--- config.mk ---
export PLATFORM = sky130hd
export DESIGN_NAME = mem_port_arbiter
export DESIGN_NICKNAME = d
export VERILOG_FILES = /design/src/rtl/mem_port_arbiter.sv
export SDC_FILE = /design/constraint.sdc
export NUM_CORES = 1
export LEC_CHECK = 0
export ABC_AREA = 1
export CORE_AREA = 2 2 195 197
export DETAILED_ROUTE_END_ITERATION = 7
export DIE_AREA = 0 0 197 199
export PLACE_DENSITY = 0.6
export SLEW_MARGIN = 20
export SYNTH_ARGS = -nofsm -noshare
export SYNTH_HDL_FRONTEND = slang
export SYNTH_SLANG_ARGS = --single-unit
--- constraint.sdc ---
create_clock -name clk -period 1.4 [get_ports clk]
set_input_delay 0.14 -clock clk [delete_from_list [all_inputs] [get_ports clk]]
set_output_delay 0.14 -clock clk [all_outputs]
set_load 0.01 [all_outputs]
--- src/rtl/mem_port_arbiter.sv ---
// Unified memory port arbiter: IF fetch vs MEM load/store, one access in flight.
// Data side wins ties unless fetch has waited MAX_DGRANTS data grants.
module mem_port_arbiter #(
  parameter int XLEN        = 64,
  parameter int MAX_DGRANTS = 4
) (
  input  logic            clk,
  input  logic            rst,
  input  logic            if_req,
  input  logic [XLEN-1:0] if_addr,
  output logic [31:0]     if_rdata,
  output logic            if_done,
  input  logic            d_req,
  input  logic            d_we,
  input  logic [XLEN-1:0] d_addr,
  input  logic [XLEN-1:0] d_wdata,
  input  logic [7:0]      d_wstrb,
  output logic [XLEN-1:0] d_rdata,
  output logic            d_done,
  output logic            m_valid,
  input  logic            m_ready,
  output logic            m_we,
  output logic [XLEN-1:0] m_addr,
  output logic [XLEN-1:0] m_wdata,
  output logic [7:0]      m_wstrb,
  input  logic            m_rvalid,
  input  logic [XLEN-1:0] m_rdata
);

  localparam int CW = $clog2(MAX_DGRANTS + 1);
  localparam logic [CW-1:0] MAX_CNT = CW'(MAX_DGRANTS);

  typedef enum logic [1:0] {
    IDLE,
    REQ,
    WAIT_R,
    DONE
  } state_t;

  state_t          state;
  state_t          state_nx;
  logic            own_d;
  logic            own_d_nx;
  logic [CW-1:0]   starve_cnt;
  logic [CW-1:0]   starve_nx;
  logic            grant;
  logic            grant_d;
  logic            capture;
  logic            fetch_due;

  logic            we_q;
  logic [XLEN-1:0] addr_q;
  logic [XLEN-1:0] wdata_q;
  logic [7:0]      wstrb_q;
  logic            unused_lo;

  assign unused_lo = ^addr_q[1:0];
  assign fetch_due = if_req && (starve_cnt == MAX_CNT);

  assign m_valid = (state == REQ);
  assign m_we    = we_q;
  assign m_addr  = {addr_q[XLEN-1:3], 3'b000};
  assign m_wdata = wdata_q;
  assign m_wstrb = wstrb_q;

  always_comb begin
    state_nx  = state;
    own_d_nx  = own_d;
    starve_nx = starve_cnt;
    grant     = 1'b0;
    grant_d   = 1'b0;
    capture   = 1'b0;
    unique case (state)
      IDLE: begin
        if (!if_req) starve_nx = '0;
        if (d_req || if_req) begin
          grant    = 1'b1;
          grant_d  = d_req && !fetch_due;
          own_d_nx = grant_d;
          state_nx = REQ;
          if (!grant_d) begin
            starve_nx = '0;
          end else if (if_req && starve_cnt != MAX_CNT) begin
            starve_nx = starve_cnt + 1'b1;
          end
        end
      end
      REQ: begin
        if (m_ready) begin
          if (we_q) begin
            state_nx = DONE;
          end else if (m_rvalid) begin
            capture  = 1'b1;
            state_nx = DONE;
          end else begin
            state_nx = WAIT_R;
          end
        end
      end
      WAIT_R: begin
        if (m_rvalid) begin
          capture  = 1'b1;
          state_nx = DONE;
        end
      end
      DONE: begin
        state_nx = IDLE;
      end
      default: begin
        state_nx = IDLE;
      end
    endcase
  end

  always_ff @(posedge clk) begin
    if (rst) begin
      state      <= IDLE;
      own_d      <= 1'b0;
      starve_cnt <= '0;
      we_q       <= 1'b0;
      addr_q     <= '0;
      wdata_q    <= '0;
      wstrb_q    <= 8'h00;
      if_rdata   <= '0;
      d_rdata    <= '0;
      if_done    <= 1'b0;
      d_done     <= 1'b0;
    end else begin
      state      <= state_nx;
      own_d      <= own_d_nx;
      starve_cnt <= starve_nx;
      if (grant) begin
        we_q    <= grant_d && d_we;
        addr_q  <= grant_d ? d_addr : if_addr;
        wdata_q <= grant_d ? d_wdata : '0;
        wstrb_q <= (grant_d && d_we) ? d_wstrb : 8'h00;
      end
      if (capture) begin
        if (own_d) begin
          d_rdata <= m_rdata;
        end else begin
          if_rdata <= addr_q[2] ? m_rdata[63:32]
                                : m_rdata[31:0];
        end
      end
      // Pulses line up with the DONE state cycle.
      if_done <= (state_nx == DONE) && !own_d;
      d_done  <= (state_nx == DONE) && own_d;
    end
  end

endmodule

# Word-level counts from Yosys, hierarchy flattened
# Index checks and enable logic that the tools add are counted.
# Widths: inputs -> output; s select.
dict set report op_classes {
  add_sub_neg 1
  n_eq_ne 6
  mux 22
  bitwise 1
  n_reduce_logical 13
}
# cell n
set op_table {}
lappend op_table {{$mux 64} 2}
lappend op_table {{$mux 32} 1}
lappend op_table {{$mux 3} 4}
lappend op_table {{$mux 1} 9}
lappend op_table {{$mux 8} 1}
lappend op_table {{$pmux 2 s4} 1}
lappend op_table {{$eq 2x2->1 const B} 3}
lappend op_table {{$logic_and 1x1->1} 6}
lappend op_table {{$mux 2} 3}
lappend op_table {{$reduce_and 2->1} 3}
lappend op_table {{$add 3x1->3 const B} 1}
lappend op_table {{$eq 3x3->1 const B} 1}
lappend op_table {{$ne 3x3->1 const B} 1}
lappend op_table {{$eq 2x1->1 const B} 1}
lappend op_table {{$logic_not 1->1} 2}
lappend op_table {{$logic_not 2->1} 1}
lappend op_table {{$pmux 1 s2} 1}
lappend op_table {{$logic_or 1x1->1} 1}
lappend op_table {{$not 1->1} 1}
dict set report word_totals {
  ff_bits 241
  output_inout_bits 236
}

# Longest topological paths before layout
# Gate-level depths: netlist of the first run.
dict set report logic_depth {
  ltp_word 8
  depth_mapped 11
}

# Worst setup path before layout of the first run
# Ideal clock, no wire load.
dict set report synth_path {
  kind {flip-flop to flip-flop}
  startpoint {register state[1]}
  endpoint {register d_rdata[0]}
  setup_ns 0.113
  arrival_ns 1.346
  required_time_ns 1.287
  path_buffers 2
  slack_ns -0.059
  path_stages_with_launch 10
  cell_sequence {dfxtp_1 > inv_1 > ha_1 > nand3_1 > nand2_1 > nand3_1 > buf_4 > buf_2 > nor2_1 > nor2_1}
}
dict set report synth_between {
  elab_chain_cells 3
  word_cells_on_any_way 4
  cone_classes {eq/ne (2); mux (1); reduce/logical (1)}
}
# item line
set synth_rtl {}
lappend synth_rtl {{start, declared} 40} ;# state_t state;
lappend synth_rtl {{start signal, assigned} 129} ;# state <= state_nx;
lappend synth_rtl {{$eq 2x1->1} --}
lappend synth_rtl {{via m_valid} 20} ;# output logic m_valid,
lappend synth_rtl {{$pmux 1 s2} 73} ;# unique case (state)
lappend synth_rtl {{$reduce_and 2->1 (no source line)} --}
lappend synth_rtl {{end signal, assigned} 140} ;# d_rdata <= m_rdata;
lappend synth_rtl {{end, declared} 18} ;# output logic [XLEN-1:0] d_rdata,
# The timed path passes the listed nets, and every way through them passes these cells.
# A chain may end at the register's enable or synchronous reset.

# Worst setup path after layout of the first run
dict set report layout_path {
  startpoint {register state[1]}
  endpoint {output m_valid}
}
dict set report layout_between {
  elab_chain_cells 1
}
# item line
set layout_rtl {}
lappend layout_rtl {{$eq 2x1->1} 60} ;# assign m_valid = (state == REQ);
lappend layout_rtl {{end, declared} 20}
# No other way between the ends.

==> results.sh, run 1 <==
export IMPL_skew_ps=22.9
export IMPL_violations="setup timing"
export IMPL_cp_start_kind="flop"
export IMPL_dr_pass1_iters=5
export IMPL_synth_cell_types=23
export IMPL_ioPinCount=507
export IMPL_hold_buffers=0
export IMPL_required_ps=1260
export IMPL_numPortBuffers=499
export IMPL_pwr_density_cell_nw_per_um2=1500
export IMPL_timing_fmax_mhz=604
export IMPL_fin_setup_tns_ps=-40710
export IMPL_dr_total_vias=12074
export IMPL_finalHoldViolCount=0
export IMPL_max_cap_violations=0
export IMPL_place_congestion=0.819
export IMPL_min_path_type="in -> reg"
export IMPL_synth_largest_area_cell="dfxtp_1"
export IMPL_cts_tree="built"
export IMPL_grt_remaining_overflow=0
export IMPL_slew_viol_final=0
export IMPL_synthArstFlopShare_pct=0
export IMPL_holdWs_ps=33.8
export IMPL_area_delta_synth_final_pct=87.0
export IMPL_synth_yosys_warnings=0
export IMPL_die_area_um2=39200
export IMPL_clk_pin_slew_ps=60
export IMPL_end_kind="output port"
export IMPL_synth_top_area_share_pct=43.5
export IMPL_synthTopCellsByCount="nand2_1 (571), nor2_1 (324), dfxtp_1 (239)"
export IMPL_final_nets=2500
export IMPL_crit_type="reg -> out"
export IMPL_fin_crit_ps=1660
export IMPL_cp_slowest_cell="dfxtp_2"
export IMPL_synth_most_common_cell="nand2_1"
export IMPL_first_iter_violations=472
export IMPL_synthFlopType="dfxtp_1"
export IMPL_drt_total_wl_um=45400
export IMPL_die_y_um=199
export IMPL_dieWidth_um=197
export IMPL_final_area_um2=20500
export IMPL_status="finished with violations"
export IMPL_avgSynthCellArea_um2=6.49
export IMPL_netlist_instances=1693
export IMPL_grt_antenna_before_repair=5
export IMPL_p_total_mw=30.9
export IMPL_first_global_vias=11281
export IMPL_fin_cells=2717
export IMPL_tightest_slew_ps=534
export IMPL_fin_crit_sh_pct=118
export IMPL_start_util_pct=29.6
export IMPL_routedWlPerCell_um=16.7
export IMPL_via_per_inst=4.44
export IMPL_cpPeakStageDelay_ps=360
export IMPL_synth_edf_count=0
export IMPL_setup_viol=237
export IMPL_grt_start_max_net_pins=53
export IMPL_path_cells="inv_4 > buf_6 > ha_4 > buf_4 > buf_6"
export IMPL_synthTopCellsByArea="dfxtp_1 (44%), nand2_1 (20%), nor2_1 (11%)"
export IMPL_p_leak_nw=10.3
export IMPL_cts_htree_levels=1
export IMPL_dp_hpwl_um=27600
export IMPL_fp_row_count=71
export IMPL_clock_path_buffers=3
export IMPL_cts_sinks=239
export IMPL_place_inst=2580
export IMPL_insertion_delay_ps=580
export IMPL_root_buffer="clkbuf_16"
export IMPL_worst_path_max_fanout=3
export IMPL_setup_ws_ps=-257
export IMPL_grt_setup_unrepaired="true"
export IMPL_drive_above_1_share_pct=26.4
export IMPL_placement_cell_area_um2=16400
export IMPL_cts_buffers=29
export IMPL_critPathArrivalTime_ps=1520
export IMPL_ant_nets=0
export IMPL_ys_ff_latch=239
export IMPL_core_area_um2=37100
export IMPL_path_common_cell="buf_6"
export IMPL_vdd_ir_drop_max_v=0.00115
export IMPL_yosysSeqAreaShare_pct=43.5
export IMPL_grt_pass1_wl_um=62800
export IMPL_slew_headroom_pct=64.4
export IMPL_grt_total_usage_pct=20.4
export IMPL_netlist_area_um2=11000
export IMPL_drc_errors=0
-- power by group --
| group | internal (mW) | leakage, nW | total [mW] | switching, mW |
|---|---|---|---|---|
| clock | 4.07 | 0.423 | 7.13 | 3.06 |
| sequential | 7.99 | 1.95 | 8.71 | 0.711 |
| combinational | 7.60 | 7.91 | 15.1 | 7.49 |
-- flip-flops by register name (all words and copies together), names as in the netlist --
signal	cells
m_wdata	64
state	2
if_done	1
own_d	1
addr_q	62
d_rdata	64
starve_cnt	3
m_we	1
if_rdata	32
m_wstrb	8
d_done	1
-- critical path: cells and delay by family (launching register included) --
family | cells | cell delay [ps]
buffers and inverters | 4 | 430
flip-flops | 1 | 360
adder cells (fa/ha/maj) | 1 | 160
-- layout by cell type, fill, tap and decap left out, types with 14 or more instances in the layout --
cell type,count
nor2_4,31
buf_12,39
dfxtp_1,234
buf_8,17
nand3_1,14
nor2_2,67
dlygate4sd2_1,221
o21ai_0,35
nand2_2,109
a21oi_1,44
buf_6,24
clkbuf_16,51
buf_16,18
nor2_1,229
nand3_2,53
a21oi_2,31
clkdlybuf4s50_1,265
buf_4,35
nand2_1,382
nand2_4,79
inv_1,198
-- final cells by class --
| type | instances | area, um2 |
|---|---|---|
| Fill cell | 3393 | 16600 |
| Timing Repair Buffer | 652 | 7310 |
| Multi-Input combinational cell | 1092 | 6140 |
| Sequential cell | 239 | 4790 |
| Clock buffer | 44 | 832 |
| Inverter | 208 | 817 |
| Tap cell | 474 | 593 |
| Clock inverter | 5 | 45.0 |
| Timing Repair inverter | 1 | 8.76 |
| Antenna cell | 2 | 5.00 |
-- metal layers --
layer	vias to the layer above	part of all wire, %	track usage [%]
met5	-	0.077	0
met1	5509	38	23.5
met3	90	8.0	5.82
li1	6037	-	-
met2	432	50	36.2
met4	6	3.2	7.24
-- stage by stage --
stage | worst slack [ps] | util [%]
floorplan | 4.16 | -
detailed placement | -254 | 44.1
finish | -257 | 55.3
global placement | -244 | 44.1
CTS | -256 | 49.9
global route | -346 | 55.3
-- logic make-up (layout without fill, tap and decap cells) --
logic type	Yosys count	after routing	synth area share [%]
AND/OR/NAND/NOR	970	970	34.2
buffers and inverters	364	910	16.4
flip-flops	239	239	43.5
AO/OA/AOI/OAI	113	113	5.20
adder cells (fa/ha/maj)	6	6	0.683
other	1	5	0.0341
-- final timing paths --
check,start,endpoint,slack [ps],cells after the start
setup reg to reg,state[1],d_rdata[57],-250,11
setup / recovery,state[1],m_valid,-260,5
hold / removal,rst,m_wstrb[0],30,3
hold reg to reg,m_wstrb[3],m_wstrb[3],460,2
-- what timing repair did --
item	4_1_cts	5_1_grt
endpoints found under the hold margin	0	0
setup buffers	33	11
gates resized for setup	411	449
setup endpoints to repair	464	252
cloned	24	29
pin swaps	28	147
(Power assumes the default switching activity.)
==> run 2: changes to the inputs <==
--- a/config.mk
+++ b/config.mk
@@ -6,10 +6,10 @@
 export NUM_CORES = 1
 export LEC_CHECK = 0
 export ABC_AREA = 1
-export CORE_AREA = 2 2 195 197
+export CORE_AREA = 2 2 196 198
 export DETAILED_ROUTE_END_ITERATION = 7
-export DIE_AREA = 0 0 197 199
-export PLACE_DENSITY = 0.6
+export DIE_AREA = 0 0 198 200
+export PLACE_DENSITY = 0.57
 export SLEW_MARGIN = 20
 export SYNTH_ARGS = -nofsm -noshare
 export SYNTH_HDL_FRONTEND = slang
==> constraint.sdc (replaced) <==
create_clock -name clk -period 2 [get_ports clk]
set_input_delay 0.2 -clock clk [delete_from_list [all_inputs] [get_ports clk]]
set_output_delay 0.2 -clock clk [all_outputs]
set_load 0.01 [all_outputs]
==> results.sh, run 2 (synthesized netlist as in run 1, its figures left out) <==
export IMPL_status="finished clean"
export IMPL_switching_share_pct=33.9
export IMPL_drive_above_1_share_pct=4.10
export IMPL_antenna_diode_count=0
export IMPL_numPortBuffers=499
export IMPL_grt_pass1_wl_um=56300
export IMPL_core_area_um2=37400
export IMPL_cts_sinks=239
export IMPL_vdd_ir_drop_max_v=0.000763
export IMPL_drt_total_wl_um=37400
export IMPL_p_comb_share_pct=36.5
export IMPL_grt_antenna_before_repair=1
export IMPL_setup_viol=0
export IMPL_reg2reg_depth=11
export IMPL_hold_end="m_wdata[35]"
export IMPL_final_common_cell="nand2_1"
export IMPL_ioPinCount=507
export IMPL_grt_start_max_net_pins=81
export IMPL_root_buffer="clkbuf_16"
export IMPL_cts_htree_levels=1
export IMPL_fin_setup_tns_ps=0
export IMPL_via_per_inst=4.15
export IMPL_fin_crit_ps=1820
export IMPL_clock_power_share_pct=29.9
export IMPL_holdPathStages=3
export IMPL_p_int_mw=11.9
export IMPL_required_ps=1800
export IMPL_switching_power_mw=6.10
export IMPL_end_kind="output port"
export IMPL_pwr_density_cell_nw_per_um2=1060
export IMPL_dp_slack_ps=104
export IMPL_cts_buffers=30
export IMPL_routedWlPerCell_um=14.2
export IMPL_worst_path_max_fanout=4
export IMPL_final_nets=2374
export IMPL_ant_nets=0
export IMPL_min_delay_start="d_wdata[35]"
export IMPL_max_cap_violations=0
export IMPL_setup_ws_ps=179
export IMPL_die_area_um2=39600
export IMPL_start_util_pct=29.4
export IMPL_crit_type="reg -> out"
export IMPL_insertion_delay_ps=560
export IMPL_drc_errors=0
export IMPL_skew_ps=12.7
export IMPL_area_delta_synth_final_pct=55.0
export IMPL_grt_setup_unrepaired="true"
export IMPL_finalHoldViolCount=0
export IMPL_dieWidth_um=198
export IMPL_min_path_type="in -> reg"
export IMPL_p_leak_nw=7.88
export IMPL_place_inst=2575
export IMPL_cts_tree="built"
export IMPL_slew_viol_final=0
export IMPL_fin_crit_sh_pct=91.0
export IMPL_timing_reg2reg_setup_slack_ps=190
export IMPL_critPathArrivalTime_ps=1620
export IMPL_first_global_vias=10203
export IMPL_grtUsageMet1_pct=20.5
export IMPL_clock_path_buffers=3
export IMPL_grtUsageMet2_pct=31.5
export IMPL_grt_busiest_layer="met2"
export IMPL_place_congestion=0.788
export IMPL_seq_power_share_pct=33.6
export IMPL_r2r_start="state[0]"
export IMPL_r2r_end="addr_q[54]"
export IMPL_mostFrequentLayoutCells="nand2_1 (570), clkdlybuf4s50_1 (497), nor2_1 (324), dfxtp_1 (238), inv_1 (203)"
export IMPL_dr_total_vias=10916
export IMPL_fp_row_count=71
export IMPL_gr_usage_met3_pct=6.75
export IMPL_timing_fmax_mhz=549
export IMPL_dr_pass1_iters=4
export IMPL_grt_remaining_overflow=0
export IMPL_fin_cells=2631
export IMPL_dp_hpwl_um=27700
export IMPL_first_iter_violations=448
export IMPL_clk_pin_slew_ps=60
export IMPL_grt_total_usage_pct=18.1
export IMPL_cp_start_kind="flop"
export IMPL_die_y_um=200
==> run 2: how the worst max path moves through the flow <==
stage / from / end / slack (ps)
global placement: m_ready / if_rdata[6] / 160
CTS: state[0] / if_rdata[19] / 120
finish: state[1] / m_valid / 180
floorplan: state[1] / d_rdata[0] / 540
global route: state[1] / d_rdata[35] / -1
detailed placement: m_ready / if_rdata[15] / 100
==> run 2: timing repair <==
action                                  in CTS  in global routing
gates resized for setup                      1                  1
hold endpoints to repair                     3                  0
endpoints found under the setup margin       1                 23
pin swaps                                    0                  0
hold buffers                                 1                  0
buffers inserted                             0                  0
==> run 2: worst max-delay path, stage by stage, from the launching register on <==
cell           delay [ps]
dfxtp_1               370
inv_1                 100
ha_1                  240
dlygate4sd2_1         350
==> run 2: area by class of cell <==
type	instances	area [um2]
inverters	208	783
clock inverters	9	78.8
clock buffers	46	912
repair buffers	526	5400
multi-input cells	1092	4440
well taps	511	639
flip-flops and latches	239	4790
fillers	3812	20400
==> run 2: power by group through the flow <==
stage	registers, mW	logic [mW]	clock network (mW)
floorplan	6.21	3.94	0
global placement	6.11	6.60	0
detailed placement	6.14	6.64	0
CTS	6.05	6.67	5.56
global route	6.15	7.32	5.75
finish	6.04	6.57	5.38
==> run 2: stage by stage <==
step | power [mW] | util, % | hold slack, ps | instance area, um2
CTS | 18.3 | 45.5 | 158 | 17000
global placement | 12.7 | 42.8 | 450 | 16000
detailed placement | 12.8 | 42.8 | 453 | 16000
floorplan | 10.1 | - | 335 | 11000
global route | 19.2 | 45.5 | 174 | 17000
finish | 18.0 | 45.5 | 188 | 17000
==> run 2: metal layers <==
metal  part of all wire, %  vias up
li1                      -     5761
met1                    40     4727
met2                    47      362
met3                   9.2       64
met4                   3.5        2
met5                 0.027        -
